File: src/rtl/ee214_demux_pkg.sv
// Shared constants and types for the 4-lane byte distributor.
package ee214_demux_pkg;

  localparam int LANES = 4;
  localparam int DW    = 8;
  localparam int PTR_W = 2;

  typedef logic [PTR_W-1:0] lane_idx_t;
  typedef logic [DW-1:0]    byte_t;

  // Pointer advance; wraps naturally at LANES since LANES == 2**PTR_W.
  function automatic lane_idx_t next_ptr(input lane_idx_t p);
    return p + lane_idx_t'(1);
  endfunction

endpackage

File: src/rtl/ee214_demux_lane.sv
// One distributor lane: data register plus valid flag, loaded by the
// distributor and released by its consumer. Macro DEMUX_CLEAR_ON_ACK_EN zeroes data on release.
module ee214_demux_lane
  import ee214_demux_pkg::*;
(
  input  logic  clk,
  input  logic  rst,
  input  logic  load,
  input  logic  ack,
  input  byte_t d,
  output byte_t q,
  output logic  valid
);

  always_ff @(posedge clk or posedge rst) begin
    if (rst) begin
      valid <= 1'b0;
    end else if (load) begin
      valid <= 1'b1;
    end else if (ack) begin
      valid <= 1'b0;
    end
  end

  // A load in the same cycle as an ack always wins.
  always_ff @(posedge clk or posedge rst) begin
    if (rst) begin
      q <= '0;
    end else if (load) begin
      q <= d;
`ifdef DEMUX_CLEAR_ON_ACK_EN
    end else if (ack && valid) begin
      q <= '0;
`endif
    end
  end

endmodule

File: src/rtl/ee214_demux4_dist.sv
// Byte distributor to four handshaked lanes, direct (sel) or round-robin target.
// Optional macro DEMUX_CLEAR_ON_ACK_EN zeroes lane data when a lane is consumed.
module ee214_demux4_dist
  import ee214_demux_pkg::*;
(
  input  logic             clk,
  input  logic             rst,
  input  logic [DW-1:0]    din,
  input  logic             din_valid,
  output logic             din_ready,
  input  logic [PTR_W-1:0] sel,
  input  logic             rr_mode,
  output logic [DW-1:0]    O0,
  output logic [DW-1:0]    O1,
  output logic [DW-1:0]    O2,
  output logic [DW-1:0]    O3,
  output logic [LANES-1:0] lane_valid,
  input  logic [LANES-1:0] lane_ack,
  output logic [PTR_W-1:0] rr_ptr
);

  lane_idx_t        tgt;
  logic             accept;
  logic [LANES-1:0] load;
  byte_t            lane_q [LANES];

  assign tgt       = rr_mode ? rr_ptr : sel;
  assign din_ready = ~lane_valid[tgt] | lane_ack[tgt];
  assign accept    = din_valid & din_ready;

  always_comb begin
    load = '0;
    load[tgt] = accept;
  end

  always_ff @(posedge clk or posedge rst) begin
    if (rst) begin
      rr_ptr <= '0;
    end else if (accept && rr_mode) begin
      rr_ptr <= next_ptr(rr_ptr);
    end
  end

  for (genvar k = 0; k < LANES; k++) begin : g_lane
    ee214_demux_lane u_lane (
      .clk   (clk),
      .rst   (rst),
      .load  (load[k]),
      .ack   (lane_ack[k]),
      .d     (din),
      .q     (lane_q[k]),
      .valid (lane_valid[k])
    );
  end

  assign O0 = lane_q[0];
  assign O1 = lane_q[1];
  assign O2 = lane_q[2];
  assign O3 = lane_q[3];

endmodule

File: config.mk
export PLATFORM = sky130hd
export DESIGN_NAME = ee214_demux4_dist
export DESIGN_NICKNAME = d
export VERILOG_FILES = /design/src/rtl/ee214_demux_pkg.sv /design/src/rtl/ee214_demux_lane.sv /design/src/rtl/ee214_demux4_dist.sv
export SDC_FILE = /design/constraint.sdc
export NUM_CORES = 1
export LEC_CHECK = 0
export CAP_MARGIN = 25
export CORE_MARGIN = 2
export CORE_UTILIZATION = 46
export CTS_BUF_LIST = sky130_fd_sc_hd__clkbuf_4
export CTS_CLUSTER_DIAMETER = 150
export DETAILED_ROUTE_END_ITERATION = 8
export GPL_TIMING_DRIVEN = 1
export PLACE_DENSITY_LB_ADDON = 0.15
export SYNTH_ARGS = -nofsm -noshare
export SYNTH_HDL_FRONTEND = slang
export SYNTH_SLANG_ARGS = --single-unit
File: constraint.sdc
create_clock -name clk -period 2.1 [get_ports clk]
set_clock_uncertainty 0.15 [all_clocks]
set_input_delay 0.315 -clock clk [delete_from_list [all_inputs] [get_ports clk]]
set_output_delay 0.315 -clock clk [all_outputs]
set_load 0.01 [all_outputs]
# Word-level counts from Yosys, hierarchy flattened
# Index checks and enable logic that the tools add are counted.
[op_classes]
addsub = 1
magnitude_cmp = 2
n_mux = 15
n_bitwise = 4
n_reduce_logical = 6
[op_table]
columns = ["operator", "count"]
rows = [
  ["1-bit 2-to-1 mux", 11],
  ["2-bit nonzero test", 4],
  ["4-bit bitwise AND", 1],
  ["1-bit binary-select mux with 2-bit select", 2],
  ["2-bit by 3-bit less-than comparator with 1-bit output, second input constant", 1],
  ["2-bit by 1-bit adder with 2-bit output, second input constant", 1],
  ["1-bit demux with 2-bit select", 1],
  ["2-bit by 1-bit greater-or-equal comparator with 1-bit output, second input constant", 1],
  ["1-bit logical AND", 2],
  ["2-bit 2-to-1 mux", 1],
  ["1-bit bitwise AND", 1],
  ["1-bit NOT", 1],
  ["1-bit bitwise OR", 1],
]
[totals]
regBits = 38
input_bits = 18
word_cells = 37

# Longest topological paths before layout
[logic_depth]
word_depth = 8
mapped_depth = 5
mapped_depth_nobuf = 4

# Hierarchy
# A second synthesis with hierarchy kept.
[hier_totals]
hier_cells = 115
hier_area_um2 = 1726.7
[modules_own_cells]
columns = ["mod", "n_inst", "cells_each", "area_per_inst_um2"]
rows = [
  ["ee214_demux_lane", 4, 21, 372.9],
  ["ee214_demux4_dist", 1, 31, 235.2],
]

# Least setup slack after synthesis
# Ideal clock, no wire load.
[synth_timing]
kind = "input to output"
from = "input port rr_mode"
to = "output port din_ready"
arrival_ps = 1357
path_slack_ps = 278
cell_stages = 5
path_buffers = 1
cell_sequence = "buf_6 > mux2i_4 > mux2_2 > nand2_1 > o21ai_0"
[synth_between]
elab_chain_len = 5
word_cells_on_any_way = 7
classes_between = "mux (5); bitwise (2)"
[synth_lines]
columns = ["element", "line_no", "source"]
rows = [
  ["start: declaration", "ee214_demux4_dist.sv:12", "input logic rr_mode,"],
  ["2-bit 2-to-1 mux *", "ee214_demux4_dist.sv:27", "assign tgt = rr_mode ? rr_ptr : sel;"],
  ["1-bit binary-select mux with 2-bit select", "ee214_demux4_dist.sv:28", "assign din_ready = ~lane_valid[tgt] | lane_ack[tgt];"],
  ["1-bit 2-to-1 mux (implied by the code)", "ee214_demux4_dist.sv:28", ""],
  ["1-bit NOT", "ee214_demux4_dist.sv:28", ""],
  ["1-bit bitwise OR *", "ee214_demux4_dist.sv:28", ""],
  ["end: declaration", "ee214_demux4_dist.sv:10", "output logic din_ready,"],
]
# Every way passes the cells marked *; elsewhere a longest branch is shown, timed or not. The select of a mux whose other input is x is not followed.

# Worst setup path after layout
[layout_timing]
from = "register rr_ptr[1]"
to = "output port din_ready"
[layout_between]
elab_chain_len = 5
word_cells_on_any_way = 7
classes_between = "mux (5); bitwise (2)"
[layout_lines]
columns = ["element", "line_no", "source"]
rows = [
  ["start: declaration", "ee214_demux4_dist.sv:19", "output logic [PTR_W-1:0] rr_ptr"],
  ["start signal: assignment", "ee214_demux4_dist.sv:40", "rr_ptr <= next_ptr(rr_ptr);"],
  ["2-bit 2-to-1 mux *", "ee214_demux4_dist.sv:27", ""],
  ["1-bit binary-select mux with 2-bit select", "ee214_demux4_dist.sv:28", ""],
  ["1-bit 2-to-1 mux (implied by the code)", "ee214_demux4_dist.sv:28", ""],
  ["1-bit NOT", "ee214_demux4_dist.sv:28", ""],
  ["1-bit bitwise OR *", "ee214_demux4_dist.sv:28", ""],
]
# Marked as above.

==> results.tsv <==
stage	metric	value	unit
status	outcome	completed	
place	dp_worst_setup_slack	-0.5106	ns
detailed_routing	first_pass_iters	4	
place	dpl.hpwl	2543	um
clock_network	clk_latency	0.34	ns
yosys	postSynthCellCount	105	
power_and_ir_drop	switching_share	31.33	%
floorplanning	fp.dieH	63.42	um
detailed_routing	ant_nets	0	
power_and_ir_drop	p_clk_share	11.3	%
yosys	synth_edf_count	0	
yosys	netlist.area_leader.share	58.55	%
yosys	yosys.area_share.adder	0	%
detailed_routing	via_count	1107	
floorplanning	pin_count	57	
place	io_buffers	56	
clock_network	cts-htree-levels	2	
clock_network	root_buffer	clkbuf_4	
setup_path	crit_path_start_kind	flip-flop	
yosys	ys_seq_elements	38	
worst_hold_path	hold_path_class	in -> async	
sta	fin_tns_setup	0	ns
yosys	synthMostInstantiatedCell	dfrtp_1	
power_and_ir_drop	p_total	3.188	mW
global_routing	grt_max_degree	39	
place	place.gp.congestion	0.7700	
global_routing	gr-total-overflow	0	
yosys	synth.area.top_cells	dfrtp_1, mux2_2, mux2i_4, nand4_4, buf_4	
sta	rsz0062_at_grt	false	
setup_path	arrival	1.52	ns
detailed_routing	dr.first_iter.drc_count	34	
yosys	synthFlopType	dfrtp_1	
sta	tightest_slew	0.4677	ns
power_and_ir_drop	p_seq_share	39.9	%
yosys	synth_compound_area_share	2.003	%
yosys	syn_area	1624	um2
setup_path	critPathRequiredTime	1.63	ns
clock_network	cts_buffers	5	
global_routing	grt_antenna_before_repair	0	
yosys	synth-simple-area-share	7.935	%
setup_path	worstRegToRegCells	4	
setup_path	r2r_setup_slack	0.30	ns
yosys	synthMuxAreaShare	28.27	%
yosys	seq_area_frac_synth	58.55	%
clock_network	cts_tree	done	
yosys	yosysTopAreaCell	dfrtp_1	
floorplanning	die_area	4022	um2
global_routing	grt_pass1_wl	5727	um
final_layout	area_delta_synth_final	44.76	%
clock_network	cts_num_sinks	38	
sta	period_share	94.69	%
floorplanning	coreArea	3363	um2
final_layout	nets	193	
setup_path	r2r_end	g_lane[3].u_lane.q[3]$_DFFE_PP0P_	
yosys	synth_commonest_cells	dfrtp_1, mux2_2, nand2_1	
floorplanning	die_w	63.42	um
power_and_ir_drop	leakage	1.010	nW
power_and_ir_drop	p_per_area	1356	nW/um2
global_routing	grt_pass1_vias	1186	
clock_network	clk_pin_slew	0.12	ns
sta	max_freq	502.9	MHz
final_layout	diodes	0	
yosys	synth_top_family_by_area	multiplexers	
job	maxCapViolCount	0	
final_layout	multi_input_area	630.6	um2
clock_network	clockBufferDepth	2	
setup_path	crit_fanout	2	
floorplanning	start_util	48.29	%
sta	setup_viol	0	
detailed_routing	routed_wl	3435	um
yosys	synth-xor-area-share	0	%
floorplanning	rows	21	
sta	timing.slew.headroom	68.82	%
final_layout	drive_above_1_share	36.93	%
sta	hold_violations	0	
global_routing	grtUsageTotal	19.03	%
yosys	ys_types	18	
detailed_routing	route.detailed.wl_per_inst	15.47	um
power_and_ir_drop	p_switching	0.9989	mW
setup_path	cp-end-kind	output pin	
yosys	synth_warnings	0	
sta	post-route-min-period	1.989	ns
power_and_ir_drop	intPower	2.189	mW
setup_path	path_class	reg -> out	
sta	drv_slew	0	
power_and_ir_drop	power_frac_comb	48.8	%
yosys	syn_area_per_cell	15.47	um2
detailed_routing	drc	0	
power_and_ir_drop	peakVddDrop	772.6	uV
yosys	synth_nets	123	
final_layout	regArea	950.9	um2
setup_path	r2r-start	rr_ptr[1]$_DFFE_PP0P_	
yosys	async_reset_ff_share	100.0	%
detailed_routing	viasPerCell	4.986	
final_layout	fillerInstances	267	
sta	setup_ws	0.1115	ns
[flip-flops by register name, indices dropped and copies added, names as in the netlist]
signal               flops
g_lane.u_lane.q         32
g_lane.u_lane.valid      4
rr_ptr                   2
[final cells by class]
cell class / instances / share of cell area (%)
timing repair buffer: 69 / 27.83
sequential: 38 / 40.45
inverter: 1 / 0.1597
tap: 46 / 2.448
clock inverter: 3 / 0.6919
clock buffer: 5 / 1.597
multi-input combinational: 60 / 26.82
[kinds of logic (layout without fill, tap and decap cells)]
family	Yosys count	count (layout)
flip-flops	38	38
AO/OA/AOI/OAI	5	5
AND/OR/NAND/NOR	16	16
buffers and inverters	7	78
multiplexers	39	39
[worst max-delay path by stage]
stage / endpoint / slack (ns) / start / cells past startpoint
2_1_floorplan: din_ready / 0.28 / rr_mode / 5
3_3_place_gp: din_ready / -0.43 / rr_mode / 6
3_5_place_dp: din_ready / -0.51 / rr_mode / 6
4_1_cts: din_ready / 0.05 / rr_ptr[1]$_DFFE_PP0P_ / 5
5_1_grt: din_ready / 0.007 / rr_ptr[1]$_DFFE_PP0P_ / 5
6_report: din_ready / 0.11 / rr_ptr[1]$_DFFE_PP0P_ / 5
[stage by stage]
step / cells / hold WS, ns / util [%] / cell area (um2)
6_report: 222 / 0.2270 / 69.90 / 2351
5_1_grt: 222 / 0.2566 / 69.90 / 2351
4_1_cts: 222 / 0.2314 / 69.83 / 2349
3_5_place_dp: 213 / 0.3424 / 67.89 / 2283
3_3_place_gp: 213 / 0.3380 / 67.89 / 2283
2_1_floorplan: 105 / 0.3154 / - / 1624
[per-layer routing]
layer  track usage, %  routed length [um]  vias up
met4            6.522                  46        0
li1                 -                   -      518
met1            20.93                1393      548
met5                0                   0        -
met3            6.429                 192        7
met2            34.08                1802       34
[placed cells by master, fill, tap and decap left out, types with 2 or more instances in the layout]
cell type        synthesis  routed
mux2_2                  35      34
nand2b_1                 3       3
dfrtp_1                 38      38
o21ai_1                  1       2
clkbuf_4                 0       5
clkdlybuf4s50_1          0      53
nand4_4                  2       2
buf_4                    5      12
dlygate4sd2_1            0       2
nand2_1                  6       5
nand4_2                  2       2
mux2i_4                  2       2
[power by group through the flow]
stage	Combinational (mW)	Sequential, mW	Clock (mW)
floorplan	0.506	1.43	0
global placement	1.52	1.26	0
detailed placement	1.56	1.29	0
CTS	1.58	1.28	0.369
global route	1.66	1.31	0.404
finish	1.56	1.27	0.359
[worst max-delay path, cell delays in order, from the launching register on]
cell and delay, ns:
dfrtp_1 0.42, mux2i_4 0.18, mux2_4 0.33, nand2_2 0.06, o21ai_1 0.05, buf_2 0.14
[timing repair]
| action | 4_1_cts | 5_1_grt |
|---|---|---|
| setup endpoints to repair | 1 | 1 |
| hold buffers | 0 | 0 |
| buffers inserted | 1 | 0 |
| pin swaps | 0 | 0 |
| resized for setup | 9 | 2 |
Power figures use the tool's default switching activity.
